$ cat src/rtl/i2c_pkg.sv
// rtl/i2c_pkg.sv - shared types and constants for the I2C target
// Contents:
//   state_t  target protocol state
//   ACK_BIT  bit counter value of the ninth (acknowledge) clock slot
//   BYTE_W   data byte width
package i2c_pkg;

  typedef enum logic [3:0] {
    IDLE,
    ADDR,
    ADDR_ACK,
    WR_DATA,
    WR_ACK,
    RD_LOAD,
    RD_DATA,
    RD_ACK,
    IGNORE
  } state_t;

  localparam logic [3:0] ACK_BIT = 4'd8;
  localparam int         BYTE_W  = 8;

endpackage

$ cat src/rtl/i2c_sync_edge.sv
// rtl/i2c_sync_edge.sv - N-stage input synchronizer with rise/fall detection
// Ports:
//   clk, rst  fabric clock, asynchronous active-high reset
//   din       asynchronous bus level
//   level     synchronized level (resets to 1, idle bus)
//   rise      one-cycle strobe on synchronized 0->1
//   fall      one-cycle strobe on synchronized 1->0
module i2c_sync_edge #(
  parameter int STAGES = 2
) (
  input  logic clk,
  input  logic rst,
  input  logic din,
  output logic level,
  output logic rise,
  output logic fall
);

  logic [STAGES-1:0] chain;
  logic              prev;

  always_ff @(posedge clk or posedge rst) begin
    if (rst) begin
      chain <= '1;
      prev  <= 1'b1;
    end else begin
      chain <= {chain[STAGES-2:0], din};
      prev  <= chain[STAGES-1];
    end
  end

  assign level = chain[STAGES-1];
  assign rise  = level & ~prev;
  assign fall  = ~level & prev;

endmodule

$ cat src/rtl/i2c_target.sv
// rtl/i2c_target.sv - I2C target: START/STOP detect, 7-bit address match, write/read byte streams
// Build option: I2C_TGT_STRETCH_EN holds SCL low in RD_LOAD until rd_valid
// Ports:
//   CLK, RST                    fabric clock, asynchronous active-high reset
//   scl_i, sda_i                bus levels from the IOBUF outputs
//   sda_t, scl_t                IOBUF tristate controls, 1 = release, 0 = pull low
//   wr_data, wr_valid           received write byte and its one-cycle strobe
//   rd_data, rd_valid, rd_ready byte to transmit, consumed on the rd_ready pulse
//   busy                        addressed, transfer in progress
module i2c_target
  import i2c_pkg::*;
#(
  parameter logic [6:0] TGT_ADDR    = 7'h50,
  parameter int         SYNC_STAGES = 2
) (
  input  logic              CLK,
  input  logic              RST,
  input  logic              scl_i,
  input  logic              sda_i,
  output logic              sda_t,
  output logic              scl_t,
  output logic [BYTE_W-1:0] wr_data,
  output logic              wr_valid,
  input  logic [BYTE_W-1:0] rd_data,
  input  logic              rd_valid,
  output logic              rd_ready,
  output logic              busy
);

  localparam logic [3:0] LAST_BIT = 4'd7;

  logic scl_lvl, scl_rise, scl_fall;
  logic sda_lvl, sda_rise, sda_fall;

  i2c_sync_edge #(.STAGES(SYNC_STAGES)) u_scl_sync (
    .clk   (CLK),
    .rst   (RST),
    .din   (scl_i),
    .level (scl_lvl),
    .rise  (scl_rise),
    .fall  (scl_fall)
  );

  i2c_sync_edge #(.STAGES(SYNC_STAGES)) u_sda_sync (
    .clk   (CLK),
    .rst   (RST),
    .din   (sda_i),
    .level (sda_lvl),
    .rise  (sda_rise),
    .fall  (sda_fall)
  );

  // SCL must already have been high for an SDA edge to count as START/STOP.
  // When a stretch release and the first data bit land in the same cycle,
  // the SDA change is then treated as data, not as a bus condition.
  logic start_ev, stop_ev;
  assign start_ev = sda_fall & scl_lvl & ~scl_rise;
  assign stop_ev  = sda_rise & scl_lvl & ~scl_rise;

  state_t            state;
  logic [3:0]        bit_cnt;
  logic [BYTE_W-1:0] shreg;
  logic              rw_bit;

  logic [BYTE_W-1:0] rx_byte;
  logic [3:0]        cnt_next;
  assign rx_byte  = {shreg[BYTE_W-2:0], sda_lvl};
  assign cnt_next = (bit_cnt == ACK_BIT) ? 4'd0 : bit_cnt + 4'd1;

  always_ff @(posedge CLK or posedge RST) begin
    if (RST) begin
      state    <= IDLE;
      bit_cnt  <= 4'd0;
      shreg    <= '0;
      rw_bit   <= 1'b0;
      sda_t    <= 1'b1;
      wr_data  <= '0;
      wr_valid <= 1'b0;
      rd_ready <= 1'b0;
      busy     <= 1'b0;
`ifdef I2C_TGT_STRETCH_EN
      scl_t    <= 1'b1;
`endif
    end else begin
      wr_valid <= 1'b0;
      rd_ready <= 1'b0;
      if (start_ev) begin
        // Repeated START keeps busy; a fresh address phase decides again.
        state   <= ADDR;
        bit_cnt <= 4'd0;
        sda_t   <= 1'b1;
`ifdef I2C_TGT_STRETCH_EN
        scl_t   <= 1'b1;
`endif
      end else if (stop_ev) begin
        state   <= IDLE;
        bit_cnt <= 4'd0;
        sda_t   <= 1'b1;
        busy    <= 1'b0;
`ifdef I2C_TGT_STRETCH_EN
        scl_t   <= 1'b1;
`endif
      end else begin
        if (scl_rise) bit_cnt <= cnt_next;
        case (state)
          ADDR: begin
            if (scl_rise) begin
              shreg <= rx_byte;
              if (bit_cnt == LAST_BIT) begin
                if (shreg[6:0] == TGT_ADDR) begin
                  state  <= ADDR_ACK;
                  busy   <= 1'b1;
                  rw_bit <= sda_lvl;
                end else begin
                  state <= IGNORE;
                  busy  <= 1'b0;
                end
              end
            end
          end
          ADDR_ACK, WR_ACK: begin
            // Counter is 8 at the 8th fall (start of slot), 0 at the 9th fall.
            if (scl_fall) begin
              if (bit_cnt == ACK_BIT) begin
                sda_t <= 1'b0;
              end else begin
                sda_t <= 1'b1;
                state <= (state == ADDR_ACK && rw_bit) ? RD_LOAD : WR_DATA;
              end
            end
          end
          WR_DATA: begin
            if (scl_rise) begin
              shreg <= rx_byte;
              if (bit_cnt == LAST_BIT) begin
                wr_data  <= rx_byte;
                wr_valid <= 1'b1;
                state    <= WR_ACK;
              end
            end
          end
          RD_LOAD: begin
            if (rd_valid) begin
              shreg    <= rd_data;
              sda_t    <= rd_data[BYTE_W-1];
              rd_ready <= 1'b1;
              state    <= RD_DATA;
`ifdef I2C_TGT_STRETCH_EN
              scl_t    <= 1'b1;
`endif
            end else begin
`ifdef I2C_TGT_STRETCH_EN
              scl_t <= 1'b0;
`else
              shreg <= '1;
              sda_t <= 1'b1;
              state <= RD_DATA;
`endif
            end
          end
          RD_DATA: begin
            if (scl_fall) begin
              if (bit_cnt == ACK_BIT) begin
                sda_t <= 1'b1;
                state <= RD_ACK;
              end else begin
                sda_t <= shreg[BYTE_W-2];
                shreg <= {shreg[BYTE_W-2:0], 1'b0};
              end
            end
          end
          RD_ACK: begin
            if (scl_rise && sda_lvl) begin
              state <= IGNORE;
              busy  <= 1'b0;
            end else if (scl_fall) begin
              state <= RD_LOAD;
            end
          end
          default: begin
            sda_t <= 1'b1;
          end
        endcase
      end
    end
  end

`ifndef I2C_TGT_STRETCH_EN
  assign scl_t = 1'b1;
`endif

endmodule

$ cat config.mk
export PLATFORM = sky130hd
export DESIGN_NAME = i2c_target
export DESIGN_NICKNAME = d
export VERILOG_FILES = /design/src/rtl/i2c_pkg.sv /design/src/rtl/i2c_sync_edge.sv /design/src/rtl/i2c_target.sv
export SDC_FILE = /design/constraint.sdc
export NUM_CORES = 1
export LEC_CHECK = 0
export BUFFER_PORTS_ARGS = -buffer_cell sky130_fd_sc_hd__buf_4
export CAP_MARGIN = 20
export CORE_MARGIN = 5
export CORE_UTILIZATION = 40
export CTS_CLUSTER_DIAMETER = 100
export DETAILED_ROUTE_END_ITERATION = 10
export HOLD_SLACK_MARGIN = 0.05
export SLEW_MARGIN = 20
export SYNTH_ARGS = -nofsm -noshare
export SYNTH_HDL_FRONTEND = slang
export SYNTH_SLANG_ARGS = --single-unit
export TNS_END_PERCENT = 50
$ cat constraint.sdc
create_clock -name CLK -period 1.7 [get_ports CLK]
set_input_delay 0.17 -clock CLK [delete_from_list [all_inputs] [get_ports CLK]]
set_output_delay 0.17 -clock CLK [all_outputs]
set_load 0.01 [all_outputs]
==> results.toml, run 1 <==
[detailed_routing]
drc_errors = 0
initialDrtViolationCount = 194
wl_per_cell_um = 14.2
drt.antenna.violating_nets = 0
vias_per_cell = 5.07
drt_pass1_iterations = 4
route.final.wire_length_um = 4640
vias_after_detailed_routing = 1654

[floorplanning]
rows = 25
floorplan.die_area_um2 = 6450
floorplan.initialDensity_pct = 41.6
floorplan.die.height_um = 80.3
core_area_um2 = 4750
io-pin-count = 26
floorplan.die.width_um = 80.3

[worst_setup_path]
critPathArrivalTime_ps = 2000
timing.critical_path.required_ps = 1860
critPathLaunchType = "flop"
critical_path_class = "flop to flop"
critical_path.cell_chain = "ha_1, nand3b_1, nor3_2, nor3b_4, buf_6, mux2_1"
max_stage_delay_ps = 390
path_max_fanout = 6
critical_path.slowest_cell = "sky130_fd_sc_hd__dfrtp_1"
worst_setup_path_end_kind = "flop"

[clock_tree]
htree_levels = 2
clock_tree.root_cell = "sky130_fd_sc_hd__clkbuf_8"
insertion_delay_ps = 280
cts.reportedPaths.clkPinSlew_ps = 70
clockBufferDepth = 2
cts_made_buffers = 5
tritoncts = "done"
cts.sinks = 34

[global_route]
number_of_antenna_violations_at_the_first_check_in_global_routing = 0
groute.usage.overall_pct = 15.4
via_count_of_the_first_global_routing_pass = 1606
grt_first_pass_wirelength_um = 7670
grt_max_degree = 35
global_route_overflow = 0

[synthesis]
warnings_synthesis = 0
synthesized_flop_and_latch_total = 34
post_synth_main_area_contributors = "sky130_fd_sc_hd__dfrtp_1 34%, sky130_fd_sc_hd__dfstp_2 9.3%, sky130_fd_sc_hd__mux2_4 5.3%"
yosys.cell_types.count = 56
synthDominantCellAreaShare_pct = 34.2
yosysTopAreaCell = "sky130_fd_sc_hd__dfrtp_1"
ys_seq_area_share_pct = 43.5
average_instance_area_after_synthesis_um2 = 10.7
netlist_area_um2 = 1980
synthCells = 185
mappedNetlistNets = 200

[worst_hold_path]
hp-class = "input pin to flop"

[timing]
final_min_period_over_clock_period_pct = 108
finalCriticalPeriod_ps = 1840
grt_setup_unrepaired = "true"
max_freq_ghz = 0.544
setup_viol = 20
post-route-worst-setup-slack_ps = -137
finalHoldViolations = 0
clock_skew_ps = 6.22
final_max_slew_viol_count = 0

[layout]
net_count_reported_at_finish = 273
final_layout_size_suffix_gt1_share_pct = 44.0
area_delta_synth_final_pct = 36.9
design_area_um2 = 2710
inserted_diodes = 0

[placement]
numPortBuffers = 24
placement.setup.worst_slack_ps = -185
hpwlAfterDp_um = 3290
gpl.final_weighted_congestion = 0.936
placedInstanceArea_um2 = 2520

[pwr]
vdd_ir_drop_max_mv = 0.503
power.switching_uw = 479
clock_power_share_pct = 33.8
p_seq_share_pct = 48.2
power_density_nw_per_um2 = 682
p_sw_share_pct = 26.0
power.static_leakage_uw = 0.00134
p_comb_share_pct = 18.0
internal_power_uw = 1370

[run_status]
violations = "negative setup slack"
run_status = "complete, but fails checks"

[flow_run]
cap_viol_max_count = 0
## final timing paths
path | startpoint | endpoint | slack, ps | cells past startpoint
max reg2reg | bit_cnt[1] | wr_data[3] | -140 | 6
max | bit_cnt[1] | wr_data[3] | -140 | 6
min | rd_valid | rd_ready | 160 | 3
max in group asynchronous | RST | u_sda_sync.chain[1] | 830 | 4
min reg2reg | u_scl_sync.chain[0] | u_scl_sync.chain[1] | 360 | 0
min in group asynchronous | RST | state[2] | 540 | 4
## stage by stage
step                      TNS, ps  hold slack [ps]  power, µW  util [%]  cells
final                       -2060              164       1850      57.0    326
after global routing        -3890              170       1950      57.0    326
after CTS                   -1360              154       1860      56.5    324
after detailed placement    -2090              280       1220      53.1    313
after global placement      -1270              278       1210      53.1    313
after floorplan              -592              174       1070         -    185
## power by group through the flow
| stage | combinational (µW) | sequential, µW | clock, µW |
|---|---|---|---|
| 4_1_cts | 322 | 889 | 647 |
| 3_3_place_gp | 310 | 902 | 0 |
| 2_1_floorplan | 171 | 900 | 0 |
| 3_5_place_dp | 315 | 902 | 0 |
| 5_1_grt | 370 | 894 | 681 |
| 6_report | 333 | 889 | 624 |
## placed cells by master (no fill, tap or decap), types with 2 or more instances in the layout
cell type / instances
sky130_fd_sc_hd__clkbuf_8: 6
sky130_fd_sc_hd__nand3_1: 3
sky130_fd_sc_hd__nor2_1: 15
sky130_fd_sc_hd__o21ai_0: 7
sky130_fd_sc_hd__o21bai_1: 2
sky130_fd_sc_hd__nor3_2: 2
sky130_fd_sc_hd__inv_1: 12
sky130_fd_sc_hd__dfstp_2: 7
sky130_fd_sc_hd__o211ai_1: 2
sky130_fd_sc_hd__ha_1: 2
sky130_fd_sc_hd__nor2_2: 4
sky130_fd_sc_hd__a32oi_1: 2
sky130_fd_sc_hd__dfrtp_1: 27
sky130_fd_sc_hd__a21oi_1: 5
sky130_fd_sc_hd__nand3b_1: 2
sky130_fd_sc_hd__mux2_1: 9
sky130_fd_sc_hd__a31oi_1: 7
sky130_fd_sc_hd__nand4b_1: 2
sky130_fd_sc_hd__dlygate4sd3_1: 3
sky130_fd_sc_hd__buf_12: 2
sky130_fd_sc_hd__mux2_4: 7
sky130_fd_sc_hd__nand2_1: 12
sky130_fd_sc_hd__nand2b_1: 2
sky130_fd_sc_hd__buf_4: 70
sky130_fd_sc_hd__nor2b_1: 4
sky130_fd_sc_hd__buf_6: 2
sky130_fd_sc_hd__mux2i_1: 3
sky130_fd_sc_hd__a21o_1: 2
sky130_fd_sc_hd__o2bb2ai_1: 3
## final cells by class
| class | instances | area [µm²] |
|---|---|---|
| Tap cell | 67 | 83.8 |
| Inverter | 13 | 48.8 |
| Multi-Input combinational cell | 127 | 1000 |
| Fill cell | 428 | 2050 |
| Timing Repair Buffer | 77 | 618 |
| Sequential cell | 34 | 860 |
| Clock buffer | 6 | 82.6 |
| Clock inverter | 2 | 12.5 |
## worst max-delay path, delay by kind of cell, from the launching register on
| kind | cells | cell delay, ps |
|---|---|---|
| and+or+nand+nor | 3 | 660 |
| muxes | 1 | 320 |
| adders and majority gates | 1 | 180 |
| DFF | 1 | 390 |
| buffers and inverters | 1 | 170 |
## timing repair
| action | in CTS | in global routing |
|---|---|---|
| pin swaps | 0 | 1 |
| endpoints found under the setup margin | 20 | 20 |
| hold buffers | 3 | 0 |
| gates resized for setup | 7 | 1 |
| hold endpoints to repair | 29 | 0 |
| buffers inserted | 0 | 2 |
## flip-flops by register name, summed over array words and instances (netlist names)
| signal | count |
|---|---|
| rd_ready | 1 |
| u_scl_sync.prev | 1 |
| sda_t | 1 |
| u_sda_sync.chain | 2 |
| shreg | 7 |
| u_scl_sync.chain | 2 |
| wr_data | 8 |
| wr_valid | 1 |
| bit_cnt | 4 |
| rw_bit | 1 |
| busy | 1 |
| u_sda_sync.prev | 1 |
| state | 4 |
## cell usage after synthesis (all sizes together)
cell type,instances
dfrtp,27
nor2,19
mux2,16
inv,13
nand2,13
buf,10
o21ai,9
a31oi,7
dfstp,7
a21oi,5
nor2b,4
nor3,4
mux2i,3
nand2b,3
nand3,3
nand3b,3
o2bb2ai,3
a21o,2
a32oi,2
ha,2
nand4b,2
nor3b,2
o211ai,2
o21bai,2
xnor2,2
a211oi,1
a22o,1
a22oi,1
a31o,1
a32o,1
and2b,1
and3,1
and3b,1
bufbuf,1
conb,1
maj3,1
nor4,1
o21a,1
o221a,1
o311a,1
o311ai,1
o32a,1
o32ai,1
or2,1
or3b,1
## per-layer routing
layer,global-route usage [%],up-vias,wire length [µm]
li1,-,798,-
met3,3.70,10,200
met1,21.9,797,2220
met5,0,-,0
met2,23.1,49,2170
met4,4.73,0,53
## logic make-up after synthesis
logic type,Yosys count,share of synthesized area (%)
AOI/OAI and AO/OA,43,16.7
xor gates and xnor gates,2,0.886
adders and majority gates,3,1.77
buffers and inverters,24,7.72
DFF,34,43.5
muxes,19,12.0
other,1,0.190
and+or+nand+nor,59,17.3
No activity file was read; power rests on OpenSTA's default activity.
==> run 2, diff against run 1 <==
PLACE_DENSITY_LB_ADDON = 0.08   (was not set)
==> run 2 against run 1 <==
Net effect: the flow still finishes with violations (negative setup slack); routed wire length rose by 10%; combinational power grew 14%; maximum frequency down 1.0%; critical path type unchanged; largest cell class unchanged.
==> results.toml, run 2 (same netlist as run 1, synthesis figures left out) <==
[detailed_routing]
wl_per_cell_um = 15.6
vias_per_cell = 5.18
vias_after_detailed_routing = 1688
drt_pass1_iterations = 4
route.final.wire_length_um = 5100
drt.antenna.violating_nets = 0
drc_errors = 0
initialDrtViolationCount = 72

[layout]
biggestRegsByFlops = "wr_data x8, shreg x7"
layout.cells.most_common = "sky130_fd_sc_hd__buf_4"
inserted_diodes = 0
final_layout_size_suffix_gt1_share_pct = 48.6
area_delta_synth_final_pct = 42.6
layout_common_cells = "66 x sky130_fd_sc_hd__buf_4, 27 x sky130_fd_sc_hd__dfrtp_1, 15 x sky130_fd_sc_hd__nor2_1, 13 x sky130_fd_sc_hd__mux2_4, 12 x sky130_fd_sc_hd__nand2_1"
fill_cells = 438
non_filler_instance_count_after_layout = 326
max_flop_register = "wr_data"
number_of_flip_flops_in_the_largest_register = 8
net_count_reported_at_finish = 273

[flow_run]
cap_viol_max_count = 0

[timing]
post-route-worst-setup-slack_ps = -156
final_min_period_over_clock_period_pct = 109
finalHoldViolations = 0
final_max_slew_viol_count = 0
finalCriticalPeriod_ps = 1860
clock_skew_ps = 4.98
max_freq_ghz = 0.539
grt_setup_unrepaired = "true"
setup_viol = 21

[floorplanning]
io-pin-count = 26
floorplan.die.height_um = 80.3
core_area_um2 = 4750
floorplan.initialDensity_pct = 41.6
floorplan.die.width_um = 80.3
rows = 25
floorplan.die_area_um2 = 6450

[placement]
numPortBuffers = 24
placement.setup.worst_slack_ps = -174
hpwlAfterDp_um = 3620
gpl.final_weighted_congestion = 0.919
dp_cells = 307

[worst_setup_path]
critical_path.cell_chain = "ha_2, nand3b_1, nor3_2, nor3b_4, buf_6, mux2_1"
path_max_fanout = 5
critPathArrivalTime_ps = 2030
critPathLaunchType = "flop"
critical_path_class = "flop to flop"
cp.buffers_inverters = 1
timing.critical_path.required_ps = 1870
worst_setup_path_end_kind = "flop"
critical_path.slowest_cell = "sky130_fd_sc_hd__dfrtp_1"
max_stage_delay_ps = 400
critical_path.top_delay_family = "simple AND/OR/NAND/NOR gates"

[global_route]
via_count_of_the_first_global_routing_pass = 1746
global_route_overflow = 0
grt_first_pass_wirelength_um = 8310
groute.usage.overall_pct = 16.9
grt_max_degree = 35
number_of_antenna_violations_at_the_first_check_in_global_routing = 0

[clock_tree]
cts_made_buffers = 5
cts.sinks = 34
insertion_delay_ps = 290
htree_levels = 2
tritoncts = "done"
cts.reportedPaths.clkPinSlew_ps = 70
clock_tree.root_cell = "sky130_fd_sc_hd__clkbuf_8"
clockBufferDepth = 2

[pwr]
p_comb_share_pct = 18.8
power_density_nw_per_um2 = 714
clock_power_share_pct = 36.6
power.switching_uw = 511
vdd_ir_drop_max_mv = 0.507
p_seq_share_pct = 44.6
power.static_leakage_uw = 0.00135
p_sw_share_pct = 25.4
finalPower_uw = 2010
internal_power_uw = 1500

[worst_hold_path]
hp-class = "input pin to flop"

[run_status]
run_status = "complete, but fails checks"
violations = "negative setup slack"
[run 2: cell types whose count changed in the layout (fill, tap and decap cells not counted), moves of 2 or more]
cell and delta:
sky130_fd_sc_hd__buf_6 +2, sky130_fd_sc_hd__ha_1 -2, sky130_fd_sc_hd__nor2_2 -2, sky130_fd_sc_hd__inv_1 -2, sky130_fd_sc_hd__nor2_4 +2, sky130_fd_sc_hd__mux2_4 +6, sky130_fd_sc_hd__buf_4 -4, sky130_fd_sc_hd__inv_2 +2
sky130_fd_sc_hd__mux2_1 -6
[run 2: worst register-to-register path: cells and delay by family (launching register included)]
kind / cells / cell delay (ps)
adders and majority gates: 1 / 200
buffers and inverters: 1 / 170
DFF: 1 / 400
muxes: 1 / 320
and+or+nand+nor: 3 / 650
[run 2: final cells by class]
cell class	count	area (µm²)	share of cell area [%]
clock buffers	5	68.8	2.44
well taps	67	83.8	2.97
multi-input cells	127	1080	38.3
repair buffers	77	636	22.5
inverters	13	48.8	1.73
flip-flops and latches	34	860	30.5
clock inverters	3	45.0	1.60
[run 2: timing repair]
item                                    in CTS  in global routing
endpoints found under the setup margin      20                 22
setup buffers                                2                  6
gates resized for setup                      5                 24
cloned                                       0                  1
hold buffers                                 3                  0
pin swaps                                    1                 11
endpoints found under the hold margin       29                  0
[run 2: layer usage]
metal | global-route usage [%] | routed length [µm] | share of wire (%)
met1 | 20.3 | 2110 | 41
met2 | 28.6 | 2660 | 52
met3 | 4.04 | 207 | 4.1
met4 | 7.60 | 123 | 2.4
met5 | 0 | 0 | 0
[run 2: path summary, 6_finish.rpt]
kind	start	endpoint	slack, ps	depth (start not counted)
min reg2reg	u_sda_sync.chain[0]	u_sda_sync.chain[1]	360	0
max in group asynchronous	RST	u_sda_sync.prev	830	4
max reg2reg	bit_cnt[1]	wr_data[3]	-160	6
max	bit_cnt[1]	wr_data[3]	-160	6
min in group asynchronous	RST	wr_valid	540	4
min	rd_valid	rd_ready	140	3
[run 2: power groups by stage]
stage / clock, µW / combinational, µW / sequential, µW
6_report: 737 / 379 / 897
5_1_grt: 808 / 415 / 903
4_1_cts: 763 / 322 / 893
3_5_place_dp: 0 / 312 / 907
3_3_place_gp: 0 / 303 / 903
2_1_floorplan: 0 / 171 / 900
[run 2: per-stage QoR]
stage | util [%] | instance area (µm²) | hold slack (ps) | setup TNS, ps
5_1_grt | 59.3 | 2820 | 146 | -3890
4_1_cts | 56.2 | 2670 | 136 | -1350
3_3_place_gp | 52.4 | 2490 | 278 | -2010
3_5_place_dp | 52.4 | 2490 | 280 | -2120
6_report | 59.3 | 2820 | 144 | -2400
2_1_floorplan | - | 1980 | 174 | -592
==> run 3, diff against run 2 <==
clock period = 2.2 ns   (was 1.7 ns; I/O delays follow)
==> run 3 against run 2 <==
Net effect: the run now ends clean; final cell count down 14%; sequential share of layout area increased by 7.0 points; sequential power decreased by 22%; largest power group unchanged; worst setup slack improved by 380 ps; combinational power down 56%; sequential cell count unchanged; clock power shrank 36%; register-to-register slack improved by 380 ps; non-clock buffer count is 45 lower; clock skew up 0.90 ps; critical path type unchanged.
==> results.toml, run 3 (same netlist as run 1, synthesis figures left out) <==
[floorplanning]
core_area_um2 = 4750
floorplan.die.width_um = 80.3
io-pin-count = 26
floorplan.initialDensity_pct = 41.6
floorplan.die.height_um = 80.3
floorplan.die_area_um2 = 6450
rows = 25

[global_route]
grt_max_degree = 35
grt_first_pass_wirelength_um = 7160
groute.usage.overall_pct = 14.2
grt_util_met1_pct = 18.8
number_of_antenna_violations_at_the_first_check_in_global_routing = 0
global_route.usage.met2_pct = 22.8
via_count_of_the_first_global_routing_pass = 1511
use_met3_pct = 3.25
global_route_overflow = 0
grt-busiest-layer = "met2"

[timing]
max_freq_ghz = 0.506
finalHoldViolations = 0
setup_viol = 0
final_min_period_over_clock_period_pct = 89.8
final_max_slew_viol_count = 0
finalHoldWorstSlack_ps = 205
slew-limit-headroom_pct = 60.0
tns_ps = 0
finalCriticalPeriod_ps = 1970
grt_setup_unrepaired = "false"
clock_skew_ps = 5.88
worst_slew_pin_slew_ps = 599

[layout]
design_area_um2 = 2300
final_layout_size_suffix_gt1_share_pct = 29.9
net_count_reported_at_finish = 228
area_delta_synth_final_pct = 16.1
layout.cells.most_common = "sky130_fd_sc_hd__buf_4"
biggestRegsByFlops = "wr_data x8, shreg x7"
layout_common_cells = "29 x sky130_fd_sc_hd__buf_4, 27 x sky130_fd_sc_hd__dfrtp_1, 15 x sky130_fd_sc_hd__nor2_1, 12 x sky130_fd_sc_hd__inv_1, 12 x sky130_fd_sc_hd__nand2_1"
max_flop_register = "wr_data"
number_of_flip_flops_in_the_largest_register = 8
inserted_diodes = 0
non_filler_instance_count_after_layout = 281

[clock_tree]
clockBufferDepth = 2
cts.reportedPaths.clkPinSlew_ps = 70
tritoncts = "done"
insertion_delay_ps = 280
cts.sinks = 34
cts_made_buffers = 5
postCtsSetupBuffers = 0
clock_tree.root_cell = "sky130_fd_sc_hd__clkbuf_8"
htree_levels = 2

[worst_setup_path]
crit_cells = 4
r2r_end = "shreg[3]"
reg2reg_setup_slack_ps = 230
timing.critical_path.to = "shreg[3]"
critPathLaunchType = "flop"
worst_setup_path_end_kind = "flop"
path_max_fanout = 15
critical_path.top_delay_family = "simple AND/OR/NAND/NOR gates"
r2r_cells = 4
critical_path.slowest_cell = "sky130_fd_sc_hd__dfrtp_1"
max_stage_delay_ps = 700
timing.critical_path.required_ps = 2370
regToRegStartpoint = "state[2]"
critical_path_class = "flop to flop"
critical_path.cell_chain = "nand2b_1, nor3_4, a31oi_1, mux2_4"
worstSetupStartpoint = "state[2]"
cp.buffers_inverters = 0
critPathArrivalTime_ps = 2140

[pwr]
internal_power_uw = 996
vdd_ir_drop_max_mv = 0.318
power_density_nw_per_um2 = 583
p_comb_share_pct = 12.3
clock_power_share_pct = 35.4
power.static_leakage_uw = 0.00109
p_sw_share_pct = 25.6
power.switching_uw = 343
p_seq_share_pct = 52.3

[detailed_routing]
vias_per_cell = 5.31
drc_errors = 0
initialDrtViolationCount = 131
wl_per_cell_um = 14.8
route.final.wire_length_um = 4150
drt.antenna.violating_nets = 0
vias_after_detailed_routing = 1493
drt_pass1_iterations = 4

[run_status]
run_status = "complete, no violations"

[worst_hold_path]
hp-class = "input pin to flop"

[placement]
numPortBuffers = 24
dp_cells = 270
hpwlAfterDp_um = 2940
placedInstanceArea_um2 = 2180
gpl.final_weighted_congestion = 0.867

[flow_run]
cap_viol_max_count = 0
run 3: worst min path at each step:
| stage | start | endpoint | slack, ps | depth (start not counted) |
|---|---|---|---|---|
| 3_3_place_gp | scl_i | u_scl_sync.chain[0] | 330 | 1 |
| 3_5_place_dp | scl_i | u_scl_sync.chain[0] | 330 | 1 |
| 5_1_grt | rd_valid | rd_ready | 210 | 3 |
| 6_report | rd_valid | rd_ready | 200 | 3 |
| 2_1_floorplan | scl_i | u_scl_sync.chain[0] | 220 | 0 |
| 4_1_cts | rd_valid | rd_ready | 200 | 3 |
run 3: cell type report:
| cell class | instances | area, µm² |
|---|---|---|
| Sequential cell | 34 | 860 |
| Clock buffer | 7 | 86.3 |
| Multi-Input combinational cell | 127 | 966 |
| Clock inverter | 1 | 5.00 |
| Tap cell | 67 | 83.8 |
| Fill cell | 464 | 2460 |
| Inverter | 13 | 48.8 |
| Timing Repair Buffer | 32 | 248 |
run 3: worst min-delay path, stage by stage:
cell and delay [ps]:
sky130_fd_sc_hd__buf_4 140, sky130_fd_sc_hd__nand2_1 60, sky130_fd_sc_hd__nor2_1 30
run 3: stage by stage:
step	setup slack (ps)	utilization, %	total power, µW
finish	225	48.3	1340
global route	19.0	48.3	1420
CTS	217	48.3	1370
detailed placement	235	45.8	874
global placement	279	45.8	871
floorplan	416	-	827
run 3: power by group through the flow:
stage | clock network, µW | logic [µW] | registers (µW)
floorplan | 0 | 132 | 695
global placement | 0 | 160 | 710
detailed placement | 0 | 163 | 711
CTS | 499 | 168 | 701
global route | 523 | 188 | 707
finish | 474 | 165 | 700
run 3: routing by layer:
layer	up-vias	wire (µm)
li1	712	-
met5	-	0
met3	7	253
met1	715	1860
met4	0	67
met2	59	1970
run 3: timing repair:
action / CTS / global route
resized for setup: 0 / 0
hold buffers: 3 / 0
endpoints found under the hold margin: 29 / 0
